$ cat src/rtl/positron_sched_pkg.sv
// Shared types and helpers for the positron frame scheduler.
package positron_sched_pkg;

  typedef enum logic [1:0] {
    IDLE = 2'd0,
    FILL = 2'd1,
    PAD  = 2'd2
  } sched_state_e;

  function automatic int wc_width(input int nb_upstream);
    return $clog2(nb_upstream);
  endfunction

  // Posit zero is the all-zero bit pattern; callers replicate this bit.
  function automatic logic posit_zero_bit();
    return 1'b0;
  endfunction

endpackage

$ cat src/rtl/positron_sched_checker.sv
// Protocol checker for the frame scheduler, compiled only with ASSERT_EN.
`ifdef ASSERT_EN
module positron_sched_checker (
  input logic clk,
  input logic rst_n,
  input logic out_xfer,
  input logic credits_zero
);

  // An output word with no frame in flight means layer and scheduler disagree.
  a_no_orphan_output: assert property (@(posedge clk) disable iff (!rst_n)
    !(out_xfer && credits_zero));

endmodule
`endif

$ cat src/rtl/sched_flag_fifo.sv
// Small 1-bit FIFO holding the DMA tlast flag of every admitted frame.
module sched_flag_fifo #(
  parameter int DEPTH = 2
) (
  input  logic clk,
  input  logic rst_n,
  input  logic push,
  input  logic pop,
  input  logic din,
  output logic head,
  output logic empty,
  output logic full
);

  localparam int AW = (DEPTH > 1) ? $clog2(DEPTH) : 1;
  localparam int CW = $clog2(DEPTH + 1);

  logic [DEPTH-1:0] mem_r;
  logic [AW-1:0]    wr_ptr_r;
  logic [AW-1:0]    rd_ptr_r;
  logic [CW-1:0]    count_r;
  logic             do_push_s;
  logic             do_pop_s;

  function automatic logic [AW-1:0] ptr_inc(input logic [AW-1:0] p);
    if (p == AW'(DEPTH - 1)) begin
      return {AW{1'b0}};
    end else begin
      return p + AW'(1);
    end
  endfunction

  assign empty     = (count_r == {CW{1'b0}});
  assign full      = (count_r == CW'(DEPTH));
  assign do_pop_s  = pop & ~empty;
  assign do_push_s = push & (~full | do_pop_s);
  assign head      = mem_r[rd_ptr_r] & ~empty;

  // Storage, pointers and occupancy.
  always_ff @(posedge clk or negedge rst_n) begin
    if (!rst_n) begin
      mem_r    <= {DEPTH{1'b0}};
      wr_ptr_r <= {AW{1'b0}};
      rd_ptr_r <= {AW{1'b0}};
      count_r  <= {CW{1'b0}};
    end else begin
      if (do_push_s) begin
        mem_r[wr_ptr_r] <= din;
        wr_ptr_r        <= ptr_inc(wr_ptr_r);
      end
      if (do_pop_s) begin
        rd_ptr_r <= ptr_inc(rd_ptr_r);
      end
      case ({do_push_s, do_pop_s})
        2'b10:   count_r <= count_r + CW'(1);
        2'b01:   count_r <= count_r - CW'(1);
        default: count_r <= count_r;
      endcase
    end
  end

endmodule

$ cat src/rtl/positron_frame_scheduler.sv
// Frame cutter / credit limiter in front of a positron layer.
// Optional statistics counters are enabled with POSITRON_SCHED_STATS_EN.
module positron_frame_scheduler
  import positron_sched_pkg::*;
#(
  parameter int NB_UPSTREAM_POSITRON = 784,
  parameter int NB_POSITRON          = 20,
  parameter int POSIT_WIDTH          = 16,
  parameter int MAX_INFLIGHT         = 2
) (
  input  logic                   clk,
  input  logic                   rst_n,
  input  logic                   s_rts_i,
  output logic                   s_rtr_o,
  input  logic                   s_eow_i,
  input  logic [POSIT_WIDTH-1:0] s_posit_i,
  output logic                   l_rts_o,
  input  logic                   l_rtr_i,
  output logic                   l_sow_o,
  output logic                   l_eow_o,
  output logic [POSIT_WIDTH-1:0] l_posit_o,
  input  logic                   d_rts_i,
  input  logic                   d_rtr_i,
  output logic                   d_eow_o,
  output logic                   busy_o
`ifdef POSITRON_SCHED_STATS_EN
  ,
  output logic [31:0]            stat_frames_o,
  output logic [31:0]            stat_padded_o
`endif
);

  localparam int WCW = wc_width(NB_UPSTREAM_POSITRON);
  localparam int OCW = (NB_POSITRON > 1) ? $clog2(NB_POSITRON) : 1;
  localparam int CRW = $clog2(MAX_INFLIGHT + 1);
  localparam logic [WCW-1:0] WC_LAST = WCW'(NB_UPSTREAM_POSITRON - 1);
  localparam logic [OCW-1:0] OC_LAST = OCW'(NB_POSITRON - 1);
  localparam logic [CRW-1:0] CR_MAX  = CRW'(MAX_INFLIGHT);

  sched_state_e   state_r, state_s;
  logic [WCW-1:0] wc_r, wc_s;
  logic [OCW-1:0] oc_r;
  logic [CRW-1:0] credits_r;
  logic           admit_ok_s, pass_s, pass_xfer_s, pad_xfer_s;
  logic           frame_done_s, push_flag_s, out_xfer_s, drain_s;
  logic           head_s, empty_s, full_s;

  // Frames are admitted whole; a frame never starts without a free credit.
  assign admit_ok_s  = (credits_r < CR_MAX) & ~full_s;
  assign pass_s      = (state_r == FILL) | ((state_r == IDLE) & admit_ok_s & s_rts_i);
  assign pass_xfer_s = pass_s & s_rts_i & l_rtr_i;
  assign pad_xfer_s  = (state_r == PAD) & l_rtr_i;

  assign l_rts_o   = pass_s ? s_rts_i : (state_r == PAD);
  assign s_rtr_o   = pass_s & l_rtr_i;
  assign l_posit_o = pass_s ? s_posit_i : {POSIT_WIDTH{posit_zero_bit()}};
  assign l_sow_o   = l_rts_o & (wc_r == {WCW{1'b0}});
  assign l_eow_o   = l_rts_o & (wc_r == WC_LAST);

  // Next-state and word-count logic for the input side.
  always_comb begin
    state_s      = state_r;
    wc_s         = wc_r;
    frame_done_s = 1'b0;
    push_flag_s  = 1'b0;
    case (state_r)
      IDLE:    state_s = (admit_ok_s && s_rts_i) ? FILL : IDLE;
      FILL:    state_s = FILL;
      PAD:     state_s = PAD;
      default: state_s = IDLE;
    endcase
    if (pass_xfer_s || pad_xfer_s) begin
      if (wc_r == WC_LAST) begin
        wc_s         = {WCW{1'b0}};
        frame_done_s = 1'b1;
        push_flag_s  = pad_xfer_s | s_eow_i;
        state_s      = IDLE;
      end else if (pass_xfer_s && s_eow_i) begin
        wc_s    = wc_r + WCW'(1);
        state_s = PAD;
      end else begin
        wc_s = wc_r + WCW'(1);
      end
    end else begin
      wc_s = wc_r;
    end
  end

  // Output words seen while nothing is in flight are ignored.
  assign out_xfer_s = d_rts_i & d_rtr_i & (credits_r != {CRW{1'b0}});
  assign drain_s    = out_xfer_s & (oc_r == OC_LAST);
  assign d_eow_o    = (oc_r == OC_LAST) & head_s & d_rts_i;
  assign busy_o     = (credits_r != {CRW{1'b0}}) | (state_r != IDLE);

  // FSM, word counter, output counter and credit register.
  always_ff @(posedge clk or negedge rst_n) begin
    if (!rst_n) begin
      state_r   <= IDLE;
      wc_r      <= {WCW{1'b0}};
      oc_r      <= {OCW{1'b0}};
      credits_r <= {CRW{1'b0}};
    end else begin
      state_r <= state_s;
      wc_r    <= wc_s;
      if (out_xfer_s) begin
        oc_r <= drain_s ? {OCW{1'b0}} : oc_r + OCW'(1);
      end
      case ({frame_done_s, drain_s})
        2'b10:   credits_r <= credits_r + CRW'(1);
        2'b01:   credits_r <= credits_r - CRW'(1);
        default: credits_r <= credits_r;
      endcase
    end
  end

  sched_flag_fifo #(.DEPTH(MAX_INFLIGHT)) u_flag_fifo (
    .clk   (clk),
    .rst_n (rst_n),
    .push  (frame_done_s),
    .pop   (drain_s),
    .din   (push_flag_s),
    .head  (head_s),
    .empty (empty_s),
    .full  (full_s)
  );

`ifdef POSITRON_SCHED_STATS_EN
  logic [31:0] stat_frames_r, stat_padded_r;
  assign stat_frames_o = stat_frames_r;
  assign stat_padded_o = stat_padded_r;

  // Saturating counts of completed frames and of frames that needed padding.
  always_ff @(posedge clk or negedge rst_n) begin
    if (!rst_n) begin
      stat_frames_r <= 32'd0;
      stat_padded_r <= 32'd0;
    end else begin
      if (frame_done_s && stat_frames_r != 32'hFFFF_FFFF) begin
        stat_frames_r <= stat_frames_r + 32'd1;
      end
      if (pad_xfer_s && frame_done_s && stat_padded_r != 32'hFFFF_FFFF) begin
        stat_padded_r <= stat_padded_r + 32'd1;
      end
    end
  end
`endif

`ifdef ASSERT_EN
  positron_sched_checker u_checker (
    .clk          (clk),
    .rst_n        (rst_n),
    .out_xfer     (d_rts_i & d_rtr_i),
    .credits_zero (credits_r == {CRW{1'b0}})
  );
`endif

endmodule

$ cat config.mk
export PLATFORM = sky130hd
export DESIGN_NAME = positron_frame_scheduler
export DESIGN_NICKNAME = d
export VERILOG_FILES = /design/src/rtl/positron_sched_pkg.sv /design/src/rtl/positron_sched_checker.sv /design/src/rtl/sched_flag_fifo.sv /design/src/rtl/positron_frame_scheduler.sv
export SDC_FILE = /design/constraint.sdc
export NUM_CORES = 1
export LEC_CHECK = 0
export CORE_ASPECT_RATIO = 0.6
export CORE_MARGIN = 3
export CORE_UTILIZATION = 43
export CTS_CLUSTER_SIZE = 10
export DETAILED_ROUTE_END_ITERATION = 8
export HOLD_SLACK_MARGIN = 0.15
export PLACE_DENSITY_LB_ADDON = 0.3
export SYNTH_ARGS = -nofsm -noshare
export SYNTH_HDL_FRONTEND = slang
export SYNTH_HIERARCHICAL = 1
export SYNTH_SLANG_ARGS = --single-unit
$ cat constraint.sdc
create_clock -name clk -period 2.3 [get_ports clk]
set_clock_uncertainty 0.1 [all_clocks]
set_input_delay 0.46 -clock clk [delete_from_list [all_inputs] [get_ports clk]]
set_output_delay 0.46 -clock clk [all_outputs]
set_load 0.05 [all_outputs]
==> impl_metrics.yaml <==
floorplanning:
  dieArea_um2: 4400
  io_pins: 45
  row_count: 16
  fp.coreArea_um2: 3360
  chipHeight_um: 52.6
  start_util_pct: 46.3
  die_w_um: 83.7
timing:
  max_freq_mhz: 401
  fin_tns_setup_ns: -3.07
  fin_crit_sh_pct: 109
  slew_viol_final: 0
  fin_crit_ns: 2.50
  rsz0062_at_grt: "yes"
  finalSetupViolations: 17
  tightest_slew_ns: 0.383
  fin_ws_ns: -0.196
  hold_viol: 0
  slew_headroom_pct: 74.4
drt:
  drt_first_pass_iters: 4
  wl_met1_um: 1830
  met2_wirelength_um: 2130
  wl_per_cell_um: 16.7
  drtAntennaViolNets: 0
  drt_wl_total_um: 4480
  via_per_inst: 5.41
  vias: 1451
  drt_iter0_drc: 172
  drc: 0
  highest_layer: "met4"
  wl_met3_um: 459
worst_hold_path:
  min_path_type: "flip-flop to flip-flop"
  whs_path_depth: 1
synthesis:
  synth_edf_count: 0
  synth-seq-area-share_pct: 40.2
  synth_cells: 157
  avgSynthCellArea_um2: 9.92
  synth-async-reset-ratio_pct: 100
  netlist_area_um2: 1560
  synth-seq-cells: 25
  synth_fp_nets: 185
  yosysUniqueCellTypes: 47
  ys.flop_type: "dfrtp_1"
  ys_warn_count: 6
global_routing:
  gr-usage-all-layers_pct: 21.2
  grt_max_degree: 26
  grt_first_pass_wirelength_um: 7260
  antenna_found_initial: 0
  grt-ovfl-total: 0
  grt_pass1_vias: 1526
power_and_ir_drop:
  p_leak_nw: 1.15
  peakVddDrop_mv: 0.489
  power_density_nw_per_um2: 606
place:
  dpl.hpwl_um: 3020
  dpl_worst_slack_ns: -0.349
  gp_congestion: 0.825
  io_buffers: 44
setup_path:
  crit_family: "simple AND/OR/NAND/NOR gates"
  r2r_cells: 8
  crit_cells: 6
  slowest_delay_ns: 0.41
  end_kind: "primary output"
  cp.arrival_ns: 1.94
  cp_max_fo: 9
  path_cells: "and2b_2 -> or3b_4 -> a21oi_4 -> buf_6 -> and2_4 -> buf_12"
  crit_buf_inv: 2
  slowest_stage: "or3b_4"
  start_kind: "flip-flop"
  critPathRequiredTime_ns: 1.74
  crit_type: "flip-flop to primary output"
run_status:
  violations: "setup timing"
  status: "finished with violations"
flow_run:
  cap_viol_max_count: 0
clock_network:
  numClockSinks: 25
  postCtsHoldBufs: 0
  cts_tree: "built"
  cts_max_path_buffers: 2
  cts_root_buf: "clkbuf_8"
  cts_buffers: 3
  cts_htree_levels: 1
  clk_latency_ns: 0.27
  clk_pin_slew_ns: 0.08
cells_and_area:
  nets: 252
  area_growth_pct: 62.5
  antenna_cells: 0
  drive_above_1_share_pct: 38.1
  mostFrequentLayoutCells: "dfrtp_1, clkdlybuf4s50_1, buf_12, buf_4, and2_4"
  utilization_pct: 75.3
  final_common_cell: "dfrtp_1"
## worst register-to-register path: stages, from the launching register on
cell and delay, ns:
dfrtp_2 0.45, nor4_4 0.31, buf_4 0.17, nand4_4 0.15, nor2_4 0.20, nand2b_1 0.11
ha_1 0.34, nor2_1 0.13, xor2_1 0.16
## repair_timing
| action | 4_1_cts | 5_1_grt |
|---|---|---|
| pin swaps | 1 | 15 |
| resized for setup | 14 | 17 |
| setup endpoints to repair | 19 | 23 |
| cloned | 1 | 1 |
| buffers inserted | 3 | 6 |
## layout make-up
| type | count | area, um^2 |
|---|---|---|
| sequential | 25 | 627 |
| multi-input combinational | 122 | 973 |
| timing repair buffer | 65 | 803 |
| fill | 220 | 832 |
| clock buffer | 4 | 45.0 |
| tap | 45 | 56.3 |
| inverter | 7 | 26.3 |
## through the flow
step	instances	power [mW]	hold WS [ns]	instance area [um^2]
after global placement	255	1.19	0.379	2330
after floorplan	157	0.918	0.0644	1570
after CTS	263	1.54	0.423	2470
after detailed placement	255	1.21	0.406	2330
final	268	1.53	0.422	2530
after global routing	268	1.61	0.444	2530
## path summary, 6_finish.rpt
path | from | endpoint | slack [ns]
min reg2reg | u_flag_fifo/rd_ptr_r | u_flag_fifo/rd_ptr_r | 0.42
min in group asynchronous | rst_n | wc_r[1] | 0.45
max | u_flag_fifo/count_r[1] | l_posit_o[2] | -0.20
max in group asynchronous | rst_n | wc_r[5] | 1.38
min | u_flag_fifo/rd_ptr_r | u_flag_fifo/rd_ptr_r | 0.42
max reg2reg | wc_r[5] | u_flag_fifo/count_r[1] | 0.11
## registers in the layout, indices dropped and copies added, names as in the netlist
signal	flops
u_flag_fifo/mem_r	2
wc_r	10
oc_r	5
state_r	2
u_flag_fifo/rd_ptr_r	1
u_flag_fifo/wr_ptr_r	1
credits_r	2
u_flag_fifo/count_r	2
## cells by family after synthesis
logic type	after synthesis	share of synthesized area (%)
flip-flops	25	40.2
AO/OA/AOI/OAI	25	12.5
XOR/XNOR	13	7.31
multiplexers	4	3.29
adder cells (fa/ha/maj)	5	4.02
buffers and inverters	10	2.97
AND/OR/NAND/NOR	75	29.8
## layer usage
metal | vias up | GRT usage [%]
met3 | 6 | 10.0
met2 | 62 | 38.0
li1 | 689 | -
met4 | 0 | 4.55
met1 | 694 | 23.4
met5 | - | 0
## Yosys cell counts, types with 2 or more instances
cell	n	share of area (%)
ha_1	5	4.0
nor3b_1	3	1.4
nor2_2	3	1.2
mux2_4	2	1.9
xnor2_1	8	4.5
nor3_1	2	0.64
and2_1	18	7.2
nor2b_1	5	2.0
nand4_1	4	1.6
a21o_1	2	0.96
nand3_1	6	1.9
dfrtp_1	25	40
and3_1	3	1.2
inv_1	7	1.7
xor2_1	5	2.8
a21oi_1	2	0.64
a31oi_1	3	1.2
nand2_1	9	2.2
nor2_1	9	2.2
o211ai_1	2	0.96
o21ai_0	8	2.6
## power by group
group          internal, mW  total [mW]  leakage, nW  switching [mW]
clock                 0.124       0.263       0.0228           0.139
combinational         0.351       0.713        0.791           0.362
sequential            0.484       0.558        0.332          0.0744
total                 0.959        1.53         1.15           0.575
No activity file was read; power rests on OpenSTA's default activity.
